$ cat src/rtl/noc_mesh_router.sv
// 5-port (L,N,S,E,W) XY mesh router: per-input FIFOs, credit-based outputs, per-output round-robin.
// Optional NOC_ROUTER_DROP_CNT_EN adds a saturating drop_cnt[7:0] output.
module noc_mesh_router #(
  parameter logic [3:0]  XCOORD  = 4'd0,
  parameter logic [3:0]  YCOORD  = 4'd0,
  parameter int unsigned DATA_W  = 16,
  parameter int unsigned DEPTH   = 4,
  parameter logic [4:0]  PORT_EN = 5'b11111
) (
  input  logic                clk,
  input  logic                rst,
  input  logic [5*DATA_W-1:0] in_data,
  input  logic [4:0]          in_valid,
  output logic [4:0]          in_credit,
  output logic [5*DATA_W-1:0] out_data,
  output logic [4:0]          out_valid,
  input  logic [4:0]          out_credit
`ifdef NOC_ROUTER_DROP_CNT_EN
  ,
  output logic [7:0]          drop_cnt
`endif
);

  localparam int unsigned AW = $clog2(DEPTH);
  localparam int unsigned CW = $clog2(DEPTH + 1);

  logic [DATA_W-1:0] mem_q [5][DEPTH];
  logic [AW-1:0]     rd_q [5];
  logic [AW-1:0]     wr_q [5];
  logic [CW-1:0]     cnt_q [5];
  logic [CW-1:0]     crd_q [5];
  logic [2:0]        rr_q [5];
  logic [DATA_W-1:0] out_data_q [5];
  logic [4:0]        out_valid_q;
  logic [4:0]        in_credit_q;

  logic [DATA_W-1:0] head [5];
  logic [2:0]        dst [5];
  logic [2:0]        win [5];
  logic [4:0]        has, push, pop, grant;
  int unsigned       idx;

  // Port indices: L=0, N=1, S=2, E=3, W=4.
  function automatic logic [2:0] route(input logic [7:0] hdr);
    if (hdr[7:4] > XCOORD)      return 3'd3;
    else if (hdr[7:4] < XCOORD) return 3'd4;
    else if (hdr[3:0] > YCOORD) return 3'd1;
    else if (hdr[3:0] < YCOORD) return 3'd2;
    else                        return 3'd0;
  endfunction

  always_comb begin
    has   = '0;
    push  = '0;
    pop   = '0;
    grant = '0;
    idx   = 0;
    for (int unsigned i = 0; i < 5; i++) begin
      head[i] = mem_q[i][rd_q[i]];
      dst[i]  = route(head[i][7:0]);
      has[i]  = PORT_EN[i] && (cnt_q[i] != '0);
      win[i]  = '0;
    end
    // Search for each output starts at rr_q, the input after the last one granted.
    for (int unsigned o = 0; o < 5; o++) begin
      if (PORT_EN[o] && (crd_q[o] != '0)) begin
        for (int unsigned k = 0; k < 5; k++) begin
          idx = (32'(rr_q[o]) + k) % 5;
          if (!grant[o] && has[3'(idx)] && (dst[3'(idx)] == 3'(o))) begin
            grant[o] = 1'b1;
            win[o]   = 3'(idx);
          end
        end
      end
    end
    for (int unsigned i = 0; i < 5; i++)
      if (has[i] && !PORT_EN[dst[i]]) pop[i] = 1'b1;
    for (int unsigned o = 0; o < 5; o++)
      if (grant[o]) pop[win[o]] = 1'b1;
    // A full FIFO still accepts a push when its head leaves in the same cycle.
    for (int unsigned i = 0; i < 5; i++)
      push[i] = PORT_EN[i] && in_valid[i] && ((cnt_q[i] != CW'(DEPTH)) || pop[i]);
  end

  always_ff @(posedge clk) begin
    for (int unsigned i = 0; i < 5; i++)
      if (push[i]) mem_q[i][wr_q[i]] <= in_data[i*DATA_W +: DATA_W];
  end

  always_ff @(posedge clk) begin
    if (rst) begin
      for (int unsigned i = 0; i < 5; i++) begin
        rd_q[i]       <= '0;
        wr_q[i]       <= '0;
        cnt_q[i]      <= '0;
        crd_q[i]      <= CW'(DEPTH);
        rr_q[i]       <= '0;
        out_data_q[i] <= '0;
      end
      out_valid_q <= '0;
      in_credit_q <= '0;
    end else begin
      for (int unsigned i = 0; i < 5; i++) begin
        if (push[i]) wr_q[i] <= wr_q[i] + AW'(1);
        if (pop[i])  rd_q[i] <= rd_q[i] + AW'(1);
        case ({push[i], pop[i]})
          2'b10:   cnt_q[i] <= cnt_q[i] + CW'(1);
          2'b01:   cnt_q[i] <= cnt_q[i] - CW'(1);
          default: cnt_q[i] <= cnt_q[i];
        endcase
        if (out_credit[i] && !grant[i] && (crd_q[i] != CW'(DEPTH)))
          crd_q[i] <= crd_q[i] + CW'(1);
        else if (grant[i] && !out_credit[i])
          crd_q[i] <= crd_q[i] - CW'(1);
        if (grant[i]) begin
          rr_q[i]       <= (win[i] == 3'd4) ? 3'd0 : win[i] + 3'd1;
          out_data_q[i] <= head[win[i]];
        end
      end
      out_valid_q <= grant;
      in_credit_q <= pop & PORT_EN;
    end
  end

  always_comb begin
    out_data  = '0;
    out_valid = '0;
    in_credit = '0;
    for (int unsigned i = 0; i < 5; i++) begin
      if (PORT_EN[i]) begin
        out_data[i*DATA_W +: DATA_W] = out_data_q[i];
        out_valid[i]                 = out_valid_q[i];
        in_credit[i]                 = in_credit_q[i];
      end
    end
  end

`ifdef NOC_ROUTER_DROP_CNT_EN
  logic [7:0] drop_cnt_q;
  logic [3:0] ndrop;
  logic [8:0] dsum;

  // Up to ten drops per cycle: one overflow and one misroute per input.
  always_comb begin
    ndrop = '0;
    for (int unsigned i = 0; i < 5; i++) begin
      if (PORT_EN[i] && in_valid[i] && !push[i]) ndrop = ndrop + 4'd1;
      if (pop[i] && !PORT_EN[dst[i]])            ndrop = ndrop + 4'd1;
    end
    dsum = {1'b0, drop_cnt_q} + 9'(ndrop);
  end

  always_ff @(posedge clk) begin
    if (rst) drop_cnt_q <= '0;
    else     drop_cnt_q <= dsum[8] ? 8'hFF : dsum[7:0];
  end

  assign drop_cnt = drop_cnt_q;
`endif

endmodule

$ cat config.mk
export PLATFORM = sky130hd
export DESIGN_NAME = noc_mesh_router
export DESIGN_NICKNAME = d
export VERILOG_FILES = /design/src/rtl/noc_mesh_router.sv
export SDC_FILE = /design/constraint.sdc
export NUM_CORES = 1
export LEC_CHECK = 0
export CORE_ASPECT_RATIO = 0.8
export CORE_MARGIN = 4
export CORE_UTILIZATION = 52
export DETAILED_ROUTE_END_ITERATION = 7
export PLACE_DENSITY = 0.76
export SLEW_MARGIN = 20
export SYNTH_ARGS = -nofsm -noshare
export SYNTH_HDL_FRONTEND = slang
export SYNTH_SLANG_ARGS = --single-unit
$ cat constraint.sdc
create_clock -name clk -period 10.78 [get_ports clk]
set_clock_uncertainty 0.1 [all_clocks]
set_input_delay 2.156 -clock clk [delete_from_list [all_inputs] [get_ports clk]]
set_output_delay 2.156 -clock clk [all_outputs]
set_load 0.05 [all_outputs]
==> results of run 1 <==
-- area by class of cell --
cell class                 instances  area [sq um]
clock buffer                      58          1227
fill                            3548         18520
tap                              620         775.7
inverter                          89         341.6
clock inverter                    21         160.2
sequential                       468         13960
multi-input combinational       1257         10380
timing repair buffer             202          1986
-- worst max path at each step --
stage               start     endpoint  depth (start not counted)
5_1_grt        rr_q[0][0]  cnt_q[4][2]                         32
3_3_place_gp   rr_q[0][0]  cnt_q[4][2]                         31
6_report       rr_q[0][0]  cnt_q[4][2]                         31
3_5_place_dp   rr_q[0][0]  cnt_q[4][2]                         31
2_1_floorplan  rr_q[0][3]  cnt_q[0][2]                         32
4_1_cts        rr_q[0][0]  cnt_q[4][2]                         31
-- placed cells by master (no fill, tap or decap), types with 23 or more instances in the layout --
master	n
clkdlybuf4s50_1	179
ha_1	99
nand3_1	37
xnor2_1	42
o21ai_0	39
and2_1	81
a211oi_1	27
mux2i_1	71
nand2_1	93
nor4_1	25
nor3_1	42
a21oi_1	56
edfxtp_1	459
nor2_1	103
clkbuf_16	47
or3_1	23
mux4_2	80
nand2b_1	40
inv_1	78
-- metal layers --
layer | wire length (um) | up-vias | GRT usage, % | share of wire (%)
met1 | 27550 | 8564 | 35.83 | 41
li1 | - | 7741 | - | -
met2 | 30400 | 891 | 39.14 | 46
met4 | 2896 | 2 | 10.30 | 4.4
met5 | 10 | - | 0 | 0.015
met3 | 5544 | 158 | 4.746 | 8.3
-- stage by stage --
| stage | instances | setup slack, ns | util (%) | instance area (sq um) | hold WS, ns |
|---|---|---|---|---|---|
| 2_1_floorplan | 1904 | 3.064 | - | 25050 | 0.4307 |
| 3_3_place_gp | 2634 | 2.110 | 57.88 | 27410 | 0.4454 |
| 3_5_place_dp | 2635 | 1.755 | 57.94 | 27430 | 0.4632 |
| 4_1_cts | 2714 | 1.723 | 60.87 | 28820 | 0.4726 |
| 5_1_grt | 2715 | 0.9994 | 60.89 | 28830 | 0.5043 |
| 6_report | 2715 | 1.512 | 60.89 | 28830 | 0.4715 |
-- registers in the layout, summed over array words and instances, names as in the netlist, 5 cells and up --
name / count
in_credit: 5
out_data_q: 80
rd_q: 10
cnt_q: 15
mem_q: 320
wr_q: 10
rr_q: 9
crd_q: 15
-- worst max-delay path: cells and delay by family (launching register included) --
kind,cells,cell delay (ns)
AO/OA/AOI/OAI,11,3.02
XOR/XNOR,1,0.22
adder cells (fa/ha/maj),5,1.49
buffers and inverters,7,1.44
flip-flops,1,0.86
AND/OR/NAND/NOR,7,1.86
-- cell families after synthesis --
| family | count (synthesis) | synth area share (%) |
|---|---|---|
| AND/OR/NAND/NOR | 573 | 12.65 |
| flip-flops | 468 | 55.74 |
| XOR/XNOR | 52 | 1.818 |
| buffers and inverters | 179 | 2.967 |
| other | 2 | 0.02998 |
| AO/OA/AOI/OAI | 369 | 11.08 |
| multiplexers | 153 | 10.12 |
| adder cells (fa/ha/maj) | 107 | 5.584 |
==> results.tsv, run 1 <==
stage	metric	value	unit
run_status	status	finished, final reports clean	
clocking	cts hold-fix bufs	0	
clocking	clk root buf	clkbuf_16	
timing	slew margin rel.	12.33	%
clocking	CTS tree	yes	
yosys	EDFF count, synth	459	
worst_setup_path	Critical Path AT	9.50	ns
floorplanning	die area	51770	sq um
timing	RSZ-0062 raised after global routing	no	
routing	Iter 0 DRT Violations	2124	
min_path	hold depth	1	
routing	DR vias/cell	6.393	
min_path	worst min path class	reg -> reg	
worst_setup_path	most frequent CP cell	ha_1	
yosys	register area share after synthesis	55.74	%
worst_setup_path	Crit-path slowest cell	edfxtp_1	
global_routing	first-pass GRT wire length	100900	um
timing	sum of negative setup slack	0	ns
floorplanning	Rows	71	
placement	Port Buffers	180	
worst_setup_path	crit path kind	reg -> reg	
timing	Fin. Hold Viols	0	
yosys	Synth Register Bits	468	
placement	Final GP Congestion	0.9593	
yosys	Mapped Avg Cell Area	13.16	sq um
routing	Post-DRT Antenna Nets	0	
clocking	CTS H-tree depth	2	
clocking	Num CTS Buffers	46	
routing	WL per Instance	24.46	um
timing	Final Max Tran Viols	0	
worst_setup_path	worst-path fanout max	22	
yosys	Cell variety after synth	110	
yosys	Synth Instances	1903	
routing	routed wire length	66400	um
yosys	YS warnings	0	
timing	Least-Margin Pin Slew	1.303	ns
clocking	clock insertion delay at the later pin of the skew report	0.59	ns
worst_setup_path	r2r startpoint	rr_q[0][0]	
floorplanning	Core ar.	47350	sq um
worst_setup_path	crit-path max cell delay	0.86	ns
worst_setup_path	WP data required	11.01	ns
yosys	synthesized area	25050	sq um
worst_setup_path	reg2reg path depth	31	
global_routing	pin count of the biggest net entering global routing	66	
placement	DP HPWL	48170	um
min_path	worst hold start	crd_q[2][0]	
timing	Final Setup Violations	0	
finish	number of diodes	0	
yosys	leading post-synthesis cells by cell area	edfxtp_1 55%, mux4_2 7.2%, ha_1 4.9%, mux2i_1 2.8%, and2_1 2.0%	
finish	synthesis-to-finish area growth	15.11	%
worst_setup_path	critical path startpoint category	flop	
floorplanning	I/O pin count	182	
global_routing	gr ovfl total	0	
worst_setup_path	R2R setup slack	1.51	ns
global_routing	vias in the first global route	16830	
yosys	Post-synth top cells	459 x edfxtp_1, 105 x nor2_1, 99 x ha_1	
floorplanning	Initial Utilization	52.90	%
clocking	clk slew on worst S/H paths	0.07	ns
timing	fin crit share	85.98	%
routing	1st-pass router iterations	5	
routing	drt drc	0	
routing	via count	17360	
clocking	Sink Count	468	
worst_setup_path	nature of the critical path endpoint	flop	
global_routing	global-route usage over all layers	25.35	%
floorplanning	Die Span X	253.4	um
timing	crit path time final	9.268	ns
global_routing	antenna violations before repair	1	
clocking	Clock Path Buffers	3	
yosys	ys flop type	edfxtp_1	
min_path	Hold Path Sink	crd_q[2][0]	
worst_setup_path	reg2reg end	cnt_q[4][2]	
clocking	Post-CTS Repair Setup Buffers	0	
finish	layout cells sized above 1	11.36	%
floorplanning	Die Ht	204.3	um
yosys	area leader, netlist	edfxtp_1	
yosys	Async S/R FF share, synth	0	%
yosys	top cell type's share of synthesized area	55.02	%
run	maxcap violations	0	
timing	Max Freq	107.9	MHz
finish	number of nets in the layout	2263	
clocking	Resized Gates After CTS	0	
yosys	most frequent cell after synthesis	edfxtp_1	
Power of run 1 is not shown: default switching activity piles up to over one toggle a cycle in this logic, so the estimate is an artifact.
==> run 2, diff against run 1 <==
- CTS_CLUSTER_SIZE: not set -> 16
==> results of run 2 <==
Final layout, timing and power as in run 1 (identical DEF).
Power of run 2 is left out for the same reason.
==> run 3, diff against run 2 <==
- CTS_BUF_LIST: not set -> sky130_fd_sc_hd__clkbuf_4 sky130_fd_sc_hd__clkbuf_8
==> results.tsv, run 3 (same netlist as run 1, synthesis figures left out) <==
stage	metric	value	unit	change
clocking	clk root buf	clkbuf_8		
finish	commonest non-fill, non-tap cell in the layout	edfxtp_1		
floorplanning	Core ar.	47350	sq um	unchanged
global_routing	pin count of the biggest net entering global routing	66		unchanged
finish	Fill cells	3580		+0.90%
global_routing	gr ovfl total	0		unchanged
timing	fin crit share	85.71	%	-0.26 points
timing	Final Setup Violations	0		unchanged
run	maxcap violations	0		unchanged
clocking	Post-CTS Repair Setup Buffers	0		unchanged
routing	1st-pass router iterations	6		+1
timing	Least-Margin Pin Slew	1.309	ns	+0.005810 ns
finish	Core Util, Final	61.07	%	+0.17 points
clocking	CTS tree	yes		
run_status	status	finished, final reports clean		
finish	layout cells sized above 1	13.60	%	+2.2 points
routing	routed wire length	66310	um	-0.14%
worst_setup_path	crit-path max cell delay	0.87	ns	about the same
clocking	Clock Path Buffers	3		unchanged
global_routing	global-route usage over all layers	25.26	%	-0.089 points
global_routing	first-pass GRT wire length	100500	um	-0.42%
worst_setup_path	Crit-path slowest cell	edfxtp_1		
clocking	Resized Gates After CTS	0		unchanged
global_routing	vias in the first global route	16930		+0.57%
timing	RSZ-0062 raised after global routing	no		
floorplanning	I/O pin count	182		unchanged
worst_setup_path	WP data required	11.08	ns	+0.07 ns
timing	Fin. Hold Viols	0		unchanged
timing	crit path time final	9.240	ns	-0.02813 ns
worst_setup_path	most frequent CP cell	ha_1		
finish	number of nets in the layout	2292		+1.3%
floorplanning	die area	51770	sq um	unchanged
worst_setup_path	nature of the critical path endpoint	flop		
routing	Post-DRT Antenna Nets	0		unchanged
clocking	Sink Count	468		unchanged
floorplanning	Rows	71		unchanged
clocking	CTS H-tree depth	3		+1
floorplanning	Initial Utilization	52.90	%	unchanged
min_path	worst min path class	reg -> reg		
routing	DR vias/cell	6.289		-1.6%
worst_setup_path	Critical Path AT	9.54	ns	+0.04 ns
floorplanning	Die Span X	253.4	um	unchanged
worst_setup_path	crit path kind	reg -> reg		
clocking	clock insertion delay at the later pin of the skew report	0.65	ns	+0.06 ns
placement	Final GP Congestion	0.9593		unchanged
timing	slew margin rel.	11.94	%	-0.39 points
placement	DP HPWL	48170	um	unchanged
routing	drt drc	0		unchanged
timing	sum of negative setup slack	0	ns	unchanged
routing	WL per Instance	23.89	um	-2.3%
placement	Inst Count DP	2635		unchanged
worst_setup_path	critical path startpoint category	flop		
timing	Final Max Tran Viols	0		unchanged
floorplanning	Die Ht	204.3	um	unchanged
routing	Iter 0 DRT Violations	1949		-8.2%
timing	Max Freq	108.2	MHz	+0.30%
clocking	clk slew on worst S/H paths	0.07	ns	about the same
routing	via count	17460		+0.59%
finish	synthesis-to-finish area growth	15.43	%	
clocking	cts hold-fix bufs	0		unchanged
finish	max FFs per register	320		unchanged
worst_setup_path	worst-path fanout max	22		unchanged
finish	most frequent cells in the layout	459 x edfxtp_1, 179 x clkdlybuf4s50_1, 103 x nor2_1, 99 x ha_1, 93 x nand2_1		
global_routing	antenna violations before repair	1		unchanged
clocking	Num CTS Buffers	76		+65%
finish	Layout Cells excl Fill	2776		+2.2%
placement	Port Buffers	180		unchanged
-- run 3: routing by layer --
layer  vias up  wire (um)  global-route usage, %  share of wire (%)
met5         -          0                      0                  0
met4         0       2403                  9.334                3.6
met3       135       5734                  4.962                8.6
met2       883      30340                  38.72                 46
met1      8618      27830                  36.20                 42
li1       7823          -                      -                  -
-- run 3: layout make-up --
type                       instances  area [sq um]  area share [%]
antenna                            1         2.502        0.008655
multi-input combinational       1257         10380           35.90
clock inverter                    42         251.5          0.8698
timing repair buffer             201          1974           6.828
tap                              620         775.7           2.683
clock buffer                      98          1224           4.232
sequential                       468         13960           48.29
inverter                          89         341.6           1.181
-- run 3: final timing paths --
path,cells after the start,endpoint,startpoint,slack [ns]
setup / recovery,31,cnt_q[4][2],rr_q[0][0],1.54
hold reg to reg,1,crd_q[2][0],crd_q[2][0],0.47
setup reg to reg,31,cnt_q[4][2],rr_q[0][0],1.54
hold / removal,1,crd_q[2][0],crd_q[2][0],0.47
-- run 3: worst max-delay path, delay by kind of cell, from the launching register on --
kind | cells | cell delay, ns
flops | 1 | 0.87
xor+xnor | 1 | 0.22
simple gates | 7 | 1.85
fa+ha+maj | 5 | 1.48
compound gates | 11 | 3.04
buf+inv | 7 | 1.43
-- run 3: stage by stage --
step                cell area [sq um]  setup WS [ns]  hold WS, ns
floorplan                       25050          3.064       0.4307
global placement                27410          2.110       0.4454
detailed placement              27430          1.755       0.4632
CTS                             28910          1.744       0.4711
global route                    28910          1.052       0.5025
finish                          28910          1.540       0.4689
Power of run 3 is left out for the same reason.
